File: config.mk
export PLATFORM = sky130hd
export DESIGN_NAME = dac_spi_sched
export DESIGN_NICKNAME = d
export VERILOG_FILES = /design/src/rtl/dac_spi_sched.sv
export SDC_FILE = /design/constraint.sdc
export NUM_CORES = 1
export LEC_CHECK = 0
export ABC_AREA = 1
export CORE_MARGIN = 5
export CORE_UTILIZATION = 45
export CTS_BUF_LIST = sky130_fd_sc_hd__clkbuf_2
export DETAILED_ROUTE_END_ITERATION = 6
export DONT_BUFFER_PORTS = 1
export PLACE_DENSITY_LB_ADDON = 0.2
export SLEW_MARGIN = 5
export SYNTH_ARGS = -nofsm -noshare
export SYNTH_HDL_FRONTEND = slang
export SYNTH_SLANG_ARGS = --single-unit
File: constraint.sdc
create_clock -name clk -period 3.5 [get_ports clk]
set_input_delay 1.05 -clock clk [delete_from_list [all_inputs] [get_ports clk]]
set_output_delay 1.05 -clock clk [all_outputs]
set_load 0.02 [all_outputs]
File: src/rtl/dac_spi_sched.sv
// dac_spi_sched: two-channel DAC write scheduler in front of an SPI master.
//
// Accepts held write requests from channels A and B, arbitrates round-robin,
// builds the 16-bit DAC command word and hands it to the SPI master. A minimum
// idle gap is enforced after every completed transfer to satisfy the DAC's
// CS-high time. Optionally pulses ldac_n once both channels have been written.
//
// Ports:
//   clk        system clock
//   rst        synchronous active-high reset
//   req_a/b    channel write request, held until the matching ack
//   data_a/b   10-bit DAC code for the channel
//   ack_a/b    one-cycle pulse when the channel's request is accepted
//   gain_1x    gain select captured at grant (1 = 1x, 0 = 2x)
//   out_en     output enable captured at grant (0 = shutdown)
//   spi_start  one-cycle start strobe to the SPI master
//   spi_data   command word, stable from grant until spi_done
//   spi_done   one-cycle completion strobe from the SPI master
//   ldac_n     DAC latch strobe, active low
//   busy       high whenever the scheduler is not idle
module dac_spi_sched #(
    parameter int unsigned GAP_CYCLES  = 5,
    parameter bit          SYNC_UPDATE = 1'b0
) (
    input  logic        clk,
    input  logic        rst,
    input  logic        req_a,
    input  logic [9:0]  data_a,
    output logic        ack_a,
    input  logic        req_b,
    input  logic [9:0]  data_b,
    output logic        ack_b,
    input  logic        gain_1x,
    input  logic        out_en,
    output logic        spi_start,
    output logic [15:0] spi_data,
    input  logic        spi_done,
    output logic        ldac_n,
    output logic        busy
);

    localparam int unsigned CntW = (GAP_CYCLES > 1) ? $clog2(GAP_CYCLES) : 1;
    localparam logic [CntW-1:0] GapLoad = CntW'(GAP_CYCLES - 1);

    localparam logic [1:0] StGap   = 2'd0;
    localparam logic [1:0] StIdle  = 2'd1;
    localparam logic [1:0] StStart = 2'd2;
    localparam logic [1:0] StWait  = 2'd3;

    logic [1:0]      state_q, state_d;
    logic [CntW-1:0] gap_cnt_q, gap_cnt_d;
    logic            last_b_q, last_b_d;   // most recent grant went to B
    logic            grant_b_q, grant_b_d; // channel owning the current transfer
    logic [15:0]     spi_data_q, spi_data_d;
    logic            wr_a_q, wr_a_d;
    logic            wr_b_q, wr_b_d;
    logic            sync_pulse;

    // Latch strobe fires on a GAP cycle once both channels hold fresh codes.
    assign sync_pulse = (state_q == StGap) && wr_a_q && wr_b_q;

    always_comb begin
        state_d    = state_q;
        gap_cnt_d  = gap_cnt_q;
        last_b_d   = last_b_q;
        grant_b_d  = grant_b_q;
        spi_data_d = spi_data_q;
        wr_a_d     = wr_a_q;
        wr_b_d     = wr_b_q;
        case (state_q)
            StGap: begin
                if (sync_pulse) begin
                    wr_a_d = 1'b0;
                    wr_b_d = 1'b0;
                end
                if (gap_cnt_q == '0) begin
                    state_d = StIdle;
                end else begin
                    gap_cnt_d = gap_cnt_q - CntW'(1);
                end
            end
            StIdle: begin
                if (req_a || req_b) begin
                    // On a tie, B wins only if A was served last.
                    grant_b_d  = req_b && (!req_a || !last_b_q);
                    last_b_d   = grant_b_d;
                    spi_data_d = grant_b_d ? {1'b1, 1'b0, gain_1x, out_en, data_b, 2'b00}
                                           : {1'b0, 1'b0, gain_1x, out_en, data_a, 2'b00};
                    state_d    = StStart;
                end
            end
            StStart: begin
                state_d = StWait;
            end
            StWait: begin
                if (spi_done) begin
                    state_d   = StGap;
                    gap_cnt_d = GapLoad;
                    if (grant_b_q) begin
                        wr_b_d = 1'b1;
                    end else begin
                        wr_a_d = 1'b1;
                    end
                end
            end
            default: begin
                state_d   = StGap;
                gap_cnt_d = GapLoad;
            end
        endcase
    end

    always_ff @(posedge clk) begin
        if (rst) begin
            state_q    <= StGap;
            gap_cnt_q  <= GapLoad;
            last_b_q   <= 1'b1;
            grant_b_q  <= 1'b0;
            spi_data_q <= 16'h0000;
            wr_a_q     <= 1'b0;
            wr_b_q     <= 1'b0;
        end else begin
            state_q    <= state_d;
            gap_cnt_q  <= gap_cnt_d;
            last_b_q   <= last_b_d;
            grant_b_q  <= grant_b_d;
            spi_data_q <= spi_data_d;
            wr_a_q     <= wr_a_d;
            wr_b_q     <= wr_b_d;
        end
    end

    assign spi_start = (state_q == StStart);
    assign ack_a     = spi_start && !grant_b_q;
    assign ack_b     = spi_start && grant_b_q;
    assign spi_data  = spi_data_q;
    assign busy      = (state_q != StIdle);
    // Without synchronous update the DAC latches on CS rising edge.
    assign ldac_n    = SYNC_UPDATE ? !sync_pulse : 1'b0;

endmodule

### Yosys cells after proc, flatten, opt, wreduce, memory -nomap -nowiden

Cells that the tools add are included.

* register bits: 23
* output and inout port bits: 21
* logic and storage cells: 36

* $add $sub $neg: 1
* equal/unequal tests: 8
* mux-type cells: 8
* reductions and logical operators: 14

Operators with widths (number)
* $mux W16: 1
* $pmux W2 S4: 1
* $mux W2: 3
* $mux W3: 2
* $ne A2 B2 Y1 const B: 3
* $pmux W3 S2: 1
* $reduce_and A3 Y1: 2
* $eq A2 B2 Y1 const B: 2
* $ne A2 B1 Y1 const B: 2
* $logic_and A1 B1 Y1: 3
* $logic_not A1 Y1: 3
* $logic_not A3 Y1: 1
* $sub A3 B1 Y3 const B: 1
* $eq A2 B1 Y1 const B: 1
* $logic_not A2 Y1: 1
* $logic_or A1 B1 Y1: 2
* $reduce_and A2 Y1: 1
* $reduce_bool A2 Y1: 1

### Logic depth before layout (Yosys ltp)

Gate-level depths: netlist of the first run.

* depth in word-level cells: 4
* depth in mapped cells: 9

### Worst setup path before layout of the first run

Ideal clock, no wire load.

* path type: flip-flop to output port
* from: register state_q[0]
* to: output ack_a
* arrival time: 1073 ps
* path slack: 1377 ps
* cell stages (with the launch flop): 5
* path buffers: 0
* cell sequence: dfxtp_1 > inv_1 > ha_1 > inv_1 > nor2_1

* longest elaborated chain between the ends: 2

RTL lines
* from (decl): RTL line 50 `logic [1:0] state_q, state_d;`
* from (signal assigned): RTL line 115 `state_q <= StGap;`
* from (signal assigned): RTL line 123 `state_q <= state_d;`
* $eq A2 B2 Y1: RTL line 133 `assign spi_start = (state_q == StStart);`
* net spi_start: RTL line 35 `output logic spi_start,`
* $logic_and A1 B1 Y1: RTL line 134 `assign ack_a = spi_start && !grant_b_q;`
* to (decl): RTL line 29 `output logic ack_a,`

The timed path passes the listed nets, and every way through them passes these cells.

### Worst setup path after layout of the first run

Ends and elaborated chain as after synthesis.

==> metrics.md, run 1 <==
| Metric | Value |
|---|---|
| Status | complete, no violations |
| Setup Viol. Count Final | 0 |
| Hold_buf cts | 0 |
| I/O pins | 48 |
| Max Clk Rate | 0.389 GHz |
| CP Cell Sequence | inv_1, ha_1, inv_1, nor2_1 |
| Clk_lat worst skew | about 0.29 ns |
| Vias in the first global route | approximately 850 |
| Clk slew on worst S/H paths | between 0.15 and 0.2 ns |
| HP Class | register to register |
| Cell taking the most area after synthesis | dfxtp_1 |
| DR vias | 901 |
| Share of cells above drive strength 1 | 4.22% |
| Mux contribution to synthesized area | 0% |
| Critical path launch point type | register |
| R2r startpoint | state_q[1] |
| CTS HTree Levels | 1 |
| Syn-to-layout area delta | -1.03% |
| Register area share after synthesis | around a third |
| Grt total ovfl | 0 |
| Post-Synth XOR/XNOR Area | 0% |
| Rows | 17 |
| Die Area | ~3500 um2 |
| First drt pass iteration count | 4 |
| Post-DP HPWL | around 1600 um |
| Post-DR wirelength/cell | about 11 um |
| CP Class | register to output pin |
| Layout Cells excl Fill | roughly 190 |
| Post-synthesis compound-gate area fraction | about 7% |
| Cells after Synth | approximately 170 |
| CP max stage delay | ~0.38 ns |
| Post-CTS resize count | 0 |
| CP required | 2.45 ns |
| Synth warn | 0 |
| Main combinational cell family by area after synthesis | simple AND/OR/NAND/NOR gates |
| Post-synth cell types | 17 |
| Mean cell area of the mapped netlist | 6.44 um2 |
| Die width | 59.2 um |
| First-pass GRT wire length | approximately 3700 um |
| Final Core Density | 47.8% |
| GPL Wtd Cong | ~0.85 |
| Area of the mapped netlist | 1090 um2 |
| # Max-Cap Violations | 0 |
| Critical-path top delay cell | dfxtp_1 |
| Synth area leaders | dfxtp_1 35%, nor2_1 15%, nand2_1 13%, inv_1 9.0%, ha_1 8.0% |
| Worst VDD drop | roughly 0.00036 V |
| Skew final | ~0.0019 ns |
| HP Start | gap_cnt_q[1] |
| Number of DRC markers in iteration 0 | 26 |
| Synth Area in Adders | a little over 8% |
| DR vias/cell | about 4.6 |
| RSZ-0062 raised after global routing | no |
| Slew Viols, Final | 0 |
| Commonest non-fill, non-tap cell in the layout | nor2_1 |
| CTS tree | done |
| Setup total negative slack | 0 ns |
| DP Cell Count | 190 |
| Leak | about 0.59 nW |
| Initial Utilization | around 48% |
| Max-Slew Margin vs Limit | 58.8% |
| Post-synth top area share | a little over a third |
| Worst Path Max Fanout | 4 |
| Pwr Density | 767 nW/um2 |
| Overall global routing resource usage | 13.2% |
| Max Buffers Root-to-Sink | 2 |
| CP arrival | around 1.5 ns |
| Crit-path most repeated cell | inv_1 |
| Tmin final | between 2 and 3 ns |
| Die Y-Extent | just under 60 um |
| Clock Tree Root | clkbuf_2 |
| Yosys reg bits | 19 |
| IO buf count | 0 |
| Final-stage net count | between 200 and 250 |
| Initial antenna violation count | 0 |
| Drt drc | 0 |
| Antenna Nets Post-Route | 0 |
| Area of the core | 2250 um2 |
| Inserted Clock Buffers | 3 |
| Critical path origin | state_q[0] |
| Tcrit/Tclk final | 73.5% |
| ANT cells | 0 |
| Number of buffers added for setup after CTS | 0 |
| Worst Tran Pin Value | around 0.62 ns |
| CP endpoint kind | output pin |
| Post-synthesis simple-gate area fraction | between 30% and 40% |
| Most frequent cells in the layout | 43 x nor2_1, 37 x nand2_1, 26 x inv_1 |
| Clock Sinks | 19 |
| Fin. Hold Viols | 0 |
| Largest net degree at the start of global routing | 24 |
| Routed WL | about 2100 um |
## routing by layer
metal / GRT usage [%] / vias up / share of wire [%]
met1: 15.7 / 369 / 45
li1: - / 491 / -
met2: 21.1 / 37 / 43
met5: 0 / - / 0
met3: 5.88 / 4 / 9.8
met4: 4.21 / 0 / 1.4
## sequential cells by signal, indices dropped and copies added, names as in the netlist
name and flops:
gap_cnt_q 3, last_b_q 1, spi_data 13, state_q 2
## area by class of cell
| class | instances | area, um2 |
|---|---|---|
| fillers | 229 | 1180 |
| multi-input cells | 116 | 541 |
| flip-flops and latches | 19 | 380 |
| inverters | 27 | 101 |
| well taps | 28 | 35.0 |
| clock buffers | 3 | 15.0 |
| clock inverters | 1 | 5.00 |
## per-stage QoR
step / worst slack (ns) / area, um2 / hold slack (ns) / power [W]
floorplan: 1.38 / 1100 / 0.429 / 0.000698
global placement: 1.33 / 1060 / 0.449 / 0.000729
detailed placement: 1.29 / 1060 / 0.453 / 0.000740
CTS: 0.910 / 1080 / 0.476 / 0.000837
global route: 0.785 / 1080 / 0.510 / 0.000917
finish: 0.928 / 1080 / 0.471 / 0.000826
## worst max-delay path, delay by kind of cell (launching register included)
kind / cells / cell delay [ns]
flip-flops: 1 / 0.38
adder cells (fa/ha/maj): 1 / 0.35
buffers and inverters: 2 / 0.18
AND/OR/NAND/NOR: 1 / 0.32
## worst paths after layout
path | end | slack, ns | cells past startpoint
max | ack_a | 0.93 | 4
min | gap_cnt_q[1] | 0.47 | 2
max reg2reg | last_b_q | 1.82 | 7
min reg2reg | gap_cnt_q[1] | 0.47 | 2
## cell families (layout without fill, tap and decap cells)
kind of cell	count (synthesis)	after routing
AND/OR/NAND/NOR	90	90
buffers and inverters	37	31
adder cells (fa/ha/maj)	7	7
flip-flops	19	19
other	1	4
AO/OA/AOI/OAI	15	15
## synthesized netlist by cell type, drive strengths merged
master / number
a21oi: 2
buf: 10
conb: 1
dfxtp: 19
ha: 7
inv: 27
nand2: 37
nand3: 4
nand4: 4
nor2: 45
o21ai: 13
## report_power, final
part           switching (W)  leakage [nW]  internal (W)
clock              0.0000686        0.0164     0.0000259
sequential          0.000105         0.156      0.000290
combinational       0.000216         0.413      0.000120
total               0.000390         0.586      0.000436
Note: power is estimated with default switching activity, not from simulation.
==> run 2, diff against run 1 <==
clock period = 2.6 ns   (was 3.5 ns; I/O delays follow)
==> results of run 2 <==
Same layout as run 1 (identical final DEF). Status: complete, no violations.
Main changes from that run: setup slack after placement 1.29 ns -> 0.656 ns; setup slack after layout 0.928 ns -> 0.298 ns; register-to-register setup slack 1.82 ns -> 0.92 ns; total power 0.000826 W -> 0.00111 W; worst IR drop on VDD 0.000356 V -> 0.000479 V
==> run 3, diff against run 2 <==
CORE_MARGIN = 3   (was 5)
==> metrics.md, run 3 (same netlist as run 1, synthesis figures left out) <==
| Metric | Value |
|---|---|
| Worst VDD drop | 0.000465 V (was 0.000479 V) |
| Post-DR wirelength/cell | 11.6 um (was 11.0 um) |
| Number of DRC markers in iteration 0 | 17 (was 26) |
| Syn-to-layout area delta | -1.03% (unchanged) |
| CTS HTree Levels | 1 (unchanged) |
| Routed WL | 2250 um (was 2140 um) |
| Fin. Hold Viols | 0 (unchanged) |
| First drt pass iteration count | 5 (was 4) |
| Largest net degree at the start of global routing | 24 (unchanged) |
| Top sig layer | met4 (unchanged) |
| Clock Sinks | 19 (unchanged) |
| Critical path origin | state_q[0] (unchanged) |
| Commonest non-fill, non-tap cell in the layout | nor2_1 (unchanged) |
| Clock Tree Root | clkbuf_2 (unchanged) |
| I/O pins | 48 (unchanged) |
| Number of buffers added for setup after CTS | 0 (unchanged) |
| Die Area | 3050 um2 (was 3500 um2) |
| Crit-path most repeated cell | inv_1 (unchanged) |
| CP max stage delay | 0.38 ns (about the same) |
| R2r startpoint | state_q[1] (unchanged) |
| Max Buffers Root-to-Sink | 2 (unchanged) |
| Share of cells above drive strength 1 | 4.22% (unchanged) |
| Initial antenna violation count | 0 (unchanged) |
| Status | complete, no violations (unchanged) |
| CP endpoint kind | output pin (unchanged) |
| Inserted Clock Buffers | 3 (unchanged) |
| DR WL met2 | 1090 um (was 927 um) |
| Hold depth | 2 (unchanged) |
| CP Cell Sequence | inv_1, ha_1, inv_1, nor2_1 (unchanged) |
| Leak | 0.586 nW (about the same) |
| Die width | 55.2 um (was 59.2 um) |
| Post-DP HPWL | 1670 um (was 1630 um) |
| Worst Reg-to-Reg Cells | 7 (unchanged) |
| Most frequent cells in the layout | 43 x nor2_1, 37 x nand2_1, 26 x inv_1 (unchanged) |
| Initial Utilization | 48.3% (unchanged) |
| CP Class | register to output pin (unchanged) |
| Setup total negative slack | 0 ns (unchanged) |
| Max Clk Rate | 0.434 GHz (about the same) |
| Max reg flops | 13 (unchanged) |
| HP Start | gap_cnt_q[1] (unchanged) |
| M1 WL | 986 um (was 969 um) |
| First-pass GRT wire length | 3590 um (was 3660 um) |
| ANT cells | 0 (unchanged) |
| RSZ-0062 raised after global routing | no (unchanged) |
| Post-CTS resize count | 0 (unchanged) |
| GPL Wtd Cong | 0.858 (was 0.845) |
| Critical path launch point type | register (unchanged) |
| Tcrit/Tclk final | 88.6% (about the same) |
| Final-stage net count | 201 (unchanged) |
| Worst Tran Pin Value | 0.585 ns (was 0.616 ns) |
| Antenna Nets Post-Route | 0 (unchanged) |
| DR vias | 946 (was 901) |
| Tmin final | 2.30 ns (about the same) |
| CTS tree | done (unchanged) |
| Hold_buf cts | 0 (unchanged) |
| Clk_lat worst skew | 0.32 ns (was 0.29 ns) |
| Rows | 17 (unchanged) |
| Place WS | 0.679 ns (was 0.656 ns) |
| DR vias/cell | 4.88 (was 4.64) |
| # Max-Cap Violations | 0 (unchanged) |
| Max-Slew Margin vs Limit | 60.9% (was 58.8%) |
| HP Class | register to register (unchanged) |
| IO buf count | 0 (unchanged) |
| Skew final | 0.0105 ns (was 0.00189 ns) |
| Pwr Density | 1050 nW/um2 (was 1030 nW/um2) |
| Overall global routing resource usage | 16.5% (was 13.2%) |
| CP arrival | 1.52 ns (about the same) |
| Critical-path top delay cell | dfxtp_1 (unchanged) |
| Die Y-Extent | 55.2 um (was 59.2 um) |
| Grt total ovfl | 0 (unchanged) |
| Final setup margin | 0.296 ns (was 0.298 ns) |
| Vias in the first global route | 843 (was 852) |
| CP required | 1.82 ns (about the same) |
| Setup Viol. Count Final | 0 (unchanged) |
| Metal3 WL | 147 um (was 210 um) |
| Area of the core | 2250 um2 (unchanged) |
| Clk slew on worst S/H paths | 0.20 ns (was 0.19 ns) |
| Slew Viols, Final | 0 (unchanged) |
| Worst Path Max Fanout | 4 (unchanged) |
| Drt drc | 0 (unchanged) |
-- run 3: cell type report --
cell class / count / area [um2]
fillers: 248 / 1180
multi-input cells: 116 / 541
flip-flops and latches: 19 / 380
inverters: 27 / 101
well taps: 28 / 35.0
clock buffers: 4 / 20.0
-- run 3: final timing paths --
kind | endpoint | slack [ns]
max reg2reg | spi_data[13] | 0.89
min | gap_cnt_q[1] | 0.48
max | ack_a | 0.30
min reg2reg | gap_cnt_q[1] | 0.48
-- run 3: worst max-delay path, delay by kind of cell (launching register included) --
kind,cells,cell delay [ns]
adders and majority gates,1,0.34
buffers and inverters,2,0.19
DFF,1,0.38
and+or+nand+nor,1,0.30
-- run 3: metrics by stage --
step	instances	instance area [um2]	power [W]	util [%]	hold WS [ns]
after detailed placement	190	1060	0.00100	46.9	0.453
final	194	1080	0.00113	47.8	0.482
after global placement	190	1060	0.000978	46.9	0.448
after floorplan	172	1100	0.000940	-	0.429
after CTS	194	1080	0.00114	47.8	0.479
after global routing	194	1080	0.00125	47.8	0.449
-- run 3: per-layer routing --
layer | track usage, % | vias up
met1 | 19.6 | 421
met3 | 4.56 | 2
li1 | - | 492
met2 | 26.6 | 31
met5 | 0 | -
met4 | 9.31 | 0
-- run 3: where the power goes --
part	leakage [nW]	switching, W	internal, W
clock network	0.0166	0.0000968	0.0000407
logic	0.413	0.000301	0.000162
registers	0.156	0.000141	0.000390
